==> src/rtl/stream_packetizer.sv <==
// Stream packetizer: buffers 16-bit words from the core in a FIFO and emits
// fixed-length UART packets, low byte first, toward the UART transmitter.

package Structures;
    typedef struct packed {
        logic [7:0] Source;
        logic [7:0] Destination;
        logic [7:0] Length;
        logic       SoP;
        logic       EoP;
        logic [7:0] Data;
        logic       Valid;
    } UART_PACKET;
endpackage

module stream_packetizer
    import Structures::*;
#(
    parameter int         FIFO_DEPTH       = 256,
    parameter int         WORDS_PER_PACKET = 4,
    parameter logic [7:0] DEST             = 8'h10,
    parameter logic [7:0] SRC              = 8'h00
) (
    input  logic                          ipClk,
    input  logic                          ipReset,
    input  logic [15:0]                   ipStream,
    input  logic                          ipValid,
    output logic                          opReady,
    output UART_PACKET                    opTxStream,
    input  logic                          ipTxReady,
    output logic [$clog2(FIFO_DEPTH):0]   opFIFO_Size,
    output logic                          opOverflow
);

    localparam int AW = $clog2(FIFO_DEPTH);
    localparam int CW = AW + 1;
    localparam logic [CW-1:0] DEPTH_C = CW'(FIFO_DEPTH);
    localparam logic [CW-1:0] WPP_C   = CW'(WORDS_PER_PACKET);
    localparam logic [6:0]    WPP_K   = 7'(WORDS_PER_PACKET);
    localparam logic [7:0]    LEN_C   = 8'(2 * WORDS_PER_PACKET);

    typedef enum logic [1:0] {IDLE, SEND_LOW, SEND_HIGH} state_t;

    logic [15:0]   mem [FIFO_DEPTH];
    logic [AW-1:0] wr_ptr, rd_ptr;
    logic [CW-1:0] count;
    logic [15:0]   head;
    logic          push, pop, xfer;

    state_t     state, state_nxt;
    logic [7:0] w_high, w_high_nxt;
    logic [6:0] k, k_nxt;
    logic [7:0] data_nxt;
    logic       sop_nxt, eop_nxt, valid_nxt;

    assign head        = mem[rd_ptr];
    assign opReady     = (count < DEPTH_C);
    assign opFIFO_Size = count;
    assign xfer        = opTxStream.Valid && ipTxReady;
    // A pop in the same cycle frees a slot, so a write into a full FIFO still succeeds.
    assign push        = ipValid && (opReady || pop);

    always_ff @(posedge ipClk or negedge ipReset) begin
        if (!ipReset) begin
            wr_ptr     <= '0;
            rd_ptr     <= '0;
            count      <= '0;
            opOverflow <= 1'b0;
        end else begin
            if (push) wr_ptr <= wr_ptr + 1'b1;
            if (pop)  rd_ptr <= rd_ptr + 1'b1;
            case ({push, pop})
                2'b10:   count <= count + 1'b1;
                2'b01:   count <= count - 1'b1;
                default: count <= count;
            endcase
            if (ipValid && !push) opOverflow <= 1'b1;
        end
    end

    // NOTE: storage array is deliberately not reset; only pointers and count define its contents.
    always_ff @(posedge ipClk) begin
        if (push) mem[wr_ptr] <= ipStream;
    end

    always_comb begin
        // NOTE: every output of this block gets a default first so no latch is inferred.
        state_nxt  = state;
        w_high_nxt = w_high;
        k_nxt      = k;
        data_nxt   = opTxStream.Data;
        sop_nxt    = opTxStream.SoP;
        eop_nxt    = opTxStream.EoP;
        valid_nxt  = opTxStream.Valid;
        pop        = 1'b0;
        case (state)
            IDLE: begin
                valid_nxt = 1'b0;
                if (count >= WPP_C) begin
                    pop        = 1'b1;
                    w_high_nxt = head[15:8];
                    k_nxt      = 7'd1;
                    data_nxt   = head[7:0];
                    sop_nxt    = 1'b1;
                    eop_nxt    = 1'b0;
                    valid_nxt  = 1'b1;
                    state_nxt  = SEND_LOW;
                end
            end
            SEND_LOW: begin
                if (xfer) begin
                    data_nxt  = w_high;
                    sop_nxt   = 1'b0;
                    eop_nxt   = (k == WPP_K);
                    state_nxt = SEND_HIGH;
                end
            end
            SEND_HIGH: begin
                if (xfer) begin
                    if (k < WPP_K) begin
                        pop        = 1'b1;
                        w_high_nxt = head[15:8];
                        k_nxt      = k + 7'd1;
                        data_nxt   = head[7:0];
                        eop_nxt    = 1'b0;
                        state_nxt  = SEND_LOW;
                    end else begin
                        valid_nxt = 1'b0;
                        eop_nxt   = 1'b0;
                        state_nxt = IDLE;
                    end
                end
            end
            default: state_nxt = IDLE;
        endcase
    end

    always_ff @(posedge ipClk or negedge ipReset) begin
        if (!ipReset) begin
            state      <= IDLE;
            w_high     <= '0;
            k          <= '0;
            opTxStream <= '0;
        end else begin
            state                  <= state_nxt;
            w_high                 <= w_high_nxt;
            k                      <= k_nxt;
            opTxStream.Source      <= SRC;
            opTxStream.Destination <= DEST;
            opTxStream.Length      <= LEN_C;
            opTxStream.Data        <= data_nxt;
            opTxStream.SoP         <= sop_nxt;
            opTxStream.EoP         <= eop_nxt;
            opTxStream.Valid       <= valid_nxt;
        end
    end

endmodule

==> config.mk <==
export PLATFORM = sky130hd
export DESIGN_NAME = stream_packetizer
export DESIGN_NICKNAME = d
export VERILOG_FILES = /design/src/rtl/stream_packetizer.sv
export SDC_FILE = /design/constraint.sdc
export NUM_CORES = 2
export LEC_CHECK = 0
export BUFFER_PORTS_ARGS = -buffer_cell sky130_fd_sc_hd__buf_2
export CELL_PAD_IN_SITES_DETAIL_PLACEMENT = 1
export CELL_PAD_IN_SITES_GLOBAL_PLACEMENT = 2
export CORE_ASPECT_RATIO = 0.8
export CORE_MARGIN = 2
export CORE_UTILIZATION = 52
export CTS_CLUSTER_DIAMETER = 30
export DETAILED_ROUTE_END_ITERATION = 8
export PLACE_DENSITY_LB_ADDON = 0.15
export SYNTH_ARGS = -nofsm -noshare
export SYNTH_HDL_FRONTEND = slang
export SYNTH_SLANG_ARGS = --single-unit
==> constraint.sdc <==
create_clock -name ipClk -period 4.6 [get_ports ipClk]
set_input_delay 0.69 -clock ipClk [delete_from_list [all_inputs] [get_ports ipClk]]
set_output_delay 0.69 -clock ipClk [all_outputs]
set_load 0.005 [all_outputs]
==> results by group <==
Place
  – Pre-CTS setup slack: 0.4803 ns
  – Inst Count DP: 11.17k
  – GPL Wtd Cong: 0.8734
  – PortBufs: 43
  – Area post-placement: 168800 µm²
  – HPWL after DPL: 283300 µm

Synth
  – Synth Area in Simple Gates: 1.522%
  – Async set or reset register ratio after synthesis: 1.325%
  – Synth top cells by count: edfxtp_1 (4096), mux4_2 (1151), nor2_1 (317), mux2i_1 (158), nand2_1 (143)
  – Synth Register Bits: 4151
  – Syn_area_per_cell: 23.18 µm²
  – Top cell type's share of synthesized area: 76.93%
  – Post-synthesis mux area share: 17.26%
  – Leading area contributor after synthesis: edfxtp_1
  – EDFF count, synth: 4096
  – Main combinational cell family by area after synthesis: multiplexers
  – Post-synthesis sequential area ratio: 77.79%
  – Adder-cell share of the synthesized area: 0.1299%
  – Post-Synthesis Cell Area: 159900 µm²
  – Gate Count Post-Synth: 6897
  – Count leader, synth: edfxtp_1
  – Synth Warn #: 0
  – Prevailing post-synth register cell: edfxtp_1
  – Post-Synth XOR/XNOR Area: 0.1150%
  – Post-synthesis compound-gate area fraction: 1.635%
  – Top cells by area, synth: edfxtp_1 (77%), mux4_2 (16%), mux2i_1 (0.99%), dfrtp_1 (0.86%), nor2_1 (0.74%)
  – Unique masters post-synth: 66

Timing
  – Tightest Pin Transition: 1.569 ns
  – Period minus WS final: 4.263 ns
  – Final period utilization: 92.67%
  – Final clock skew: 0.04101 ns
  – Final Hold Fails: 0
  – Worst setup margin: 0.3372 ns
  – Slew Viols, Final: 2
  – Setup TNS: 0 ns
  – Final setup vio count: 0
  – Slew headroom: -5.974%
  – F_max: 234.6 MHz
  – Unrepaired setup endpoints after global routing: false

Detailed routing
  – Initial drt markers: 12.55k
  – WL met3: 51750 µm
  – DRT antenna net count: 0
  – Top layer used by detailed routing: met5
  – Met2 wire length: 211400 µm
  – Total number of vias: 81.35k
  – DRC Markers: 0
  – Routed len/inst: 38.11 µm
  – Drt first pass iters: 7
  – Drt via density: 6.578
  – Drt total wl: 471200 µm
  – M1 WL: 194100 µm

Clock network
  – Clock network latency to the later pin of the worst-skew pair: 0.95 ns
  – H-tree levels: 6
  – Longest Clk Path Bufs: 4
  – Root buffer cell: clkbuf_16
  – # hold bufs at CTS: 2
  – Clock Sinks: 4151
  – CTS clk-pin slew, worst paths: 0.05 ns
  – TritonCTS buffer count: 643
  – Post-cts sizing count: 0
  – CTS tree: built
  – Setup Buffers After CTS: 0

Setup path
  – Worst path top cell family by delay: compound AO/OA/AOI/OAI gates
  – CP max-delay cell: a2111oi_0
  – Crit Path Category: reg2reg
  – Worst Path Max Fanout: 50
  – Critical path buffers and inverters: 3
  – CP endpoint kind: flop
  – CP arrival: 5.06 ns
  – Crit path required time: 5.40 ns
  – CP Cell Sequence: buf_12, buf_4, buf_4, nand2_1, a211oi_1, a211oi_1, a2111oi_0, a21oi_1, o311ai_0, a31oi_1
  – Max incr delay on CP: 0.85 ns
  – Startpoint Class: flop

Die
  – Row Count: 182
  – DIE AREA: 312000 µm²
  – Core area: 306700 µm²
  – Top Ports: 66
  – DIE WIDTH: 624.0 µm
  – Die Span Y: 500.0 µm
  – Initial Util: 52.12%

Run status
  – Violated checks: capacitance limit, slew limit
  – Outcome: finished with violations

Final layout
  – Fill count: 24.42k
  – Net count, final: 7809
  – Post-route cell area: 190700 µm²
  – Reg area: 124400 µm²
  – Layout cells sized above 1: 36.38%
  – Layout overhead on the synthesized area: 19.29%
  – Final Instance Count excl. Fillers: 12.37k
  – Multi-input gate area: 33670 µm²

Global routing
  – Remaining Overflow, GRT: 0
  – Vias in the first global route: 82.76k
  – First-pass GRT wire length: 661900 µm
  – Antenna violations before repair: 31
  – Largest net degree at the start of global routing: 172
  – Total global-route track usage: 30.48%

Pwr
  – Max VDD drop: 0.3825 mV
  – Power per cell area: 489.3 nW/µm²
  – Static leakage: 60.11 nW
  – Tot Pwr: 93.32 mW

Job
  – Max-Cap Viols: 2

Min path
  – Hold WC Path Type: in2reg
[routing by layer]
metal / GRT usage, % / up-vias
li1: - / 31430
met1: 46.74 / 44200
met2: 44.41 / 4988
met3: 6.822 / 735
met4: 8.799 / 2
met5: 0 / -
[per-stage QoR]
step                hold WS, ns  utilization [%]
floorplan                0.3944                -
global placement         0.4593            55.04
detailed placement       0.4737            55.04
CTS                     0.05734            62.17
global route             0.1250            62.17
finish                   0.1130            62.18
[layout by cell type (no fill, tap or decap), types with 15 or more instances in the layout]
cell type / synthesis / routed
clkinvlp_4: 0 / 76
bufinv_16: 0 / 76
nand2_1: 143 / 143
clkinv_4: 0 / 53
buf_4: 75 / 496
nor2_1: 317 / 147
o21ai_0: 41 / 41
o221ai_1: 34 / 34
a21oi_1: 79 / 79
inv_1: 23 / 22
clkinv_1: 0 / 86
edfxtp_1: 4096 / 4096
o22ai_1: 29 / 29
clkbuf_16: 0 / 652
ha_1: 15 / 15
clkinv_2: 0 / 93
clkbuf_1: 138 / 49
nand3_1: 45 / 33
a211oi_1: 21 / 21
buf_2: 110 / 26
nor2_2: 0 / 161
a22oi_1: 56 / 56
a221oi_1: 30 / 30
xnor2_1: 19 / 19
mux2i_1: 158 / 158
nor3_1: 20 / 20
inv_6: 0 / 54
mux4_2: 1151 / 1151
inv_8: 0 / 15
conb_1: 2 / 23
nor2b_1: 19 / 17
dfrtp_1: 55 / 48
buf_12: 2 / 76
clkinv_8: 0 / 18
[where the power goes]
group | leakage, nW | total [mW] | internal (mW) | switching (mW)
logic | 12.1 | 2.27 | 0.417 | 1.86
clock network | 10.5 | 48.9 | 30.6 | 18.3
registers | 37.5 | 42.2 | 42.0 | 0.169
total | 60.1 | 93.3 | 73.0 | 20.3
[kinds of logic after synthesis]
group | count (synthesis)
AO/OA/AOI/OAI | 375
flip-flops | 4151
AND/OR/NAND/NOR | 583
other | 2
adder cells (fa/ha/maj) | 16
multiplexers | 1317
XOR/XNOR | 21
buffers and inverters | 432
[flip-flops by register name (all words and copies together), names as in the netlist]
register     cells
mem           4096
k                7
w_high           8
wr_ptr           8
opTxStream      12
opOverflow       1
opFIFO_Size      9
state            2
rd_ptr           8
[path summary, 6_finish.rpt]
check                                    from             to  slack (ns)  depth (start not counted)
worst max-delay path                rd_ptr[1]  opTxStream[2]        0.34                         10
worst min-delay path                ipTxReady       state[1]        0.11                          4
worst max register to register      rd_ptr[1]  opTxStream[2]        0.34                         10
worst min register to register  opTxStream[9]  opTxStream[9]        0.49                          2
max in group asynchronous             ipReset      rd_ptr[1]        3.37                          2
min in group asynchronous             ipReset       state[0]        0.43                          2
[worst min-delay path: cells and delay by family]
kind                   cells  cell delay, ns
buffers and inverters      1            0.10
and+or+nand+nor            3            0.22
[layout make-up]
class | instances | share of cell area (%)
Tap cell | 4048 | 2.656
Sequential cell | 4151 | 65.22
Clock inverter | 481 | 2.788
Clock buffer | 703 | 8.666
Inverter | 26 | 0.05904
Multi-Input combinational cell | 2335 | 17.65
Antenna cell | 6 | 0.007872
Timing Repair Buffer | 616 | 2.948
Power figures use the tool's default switching activity.
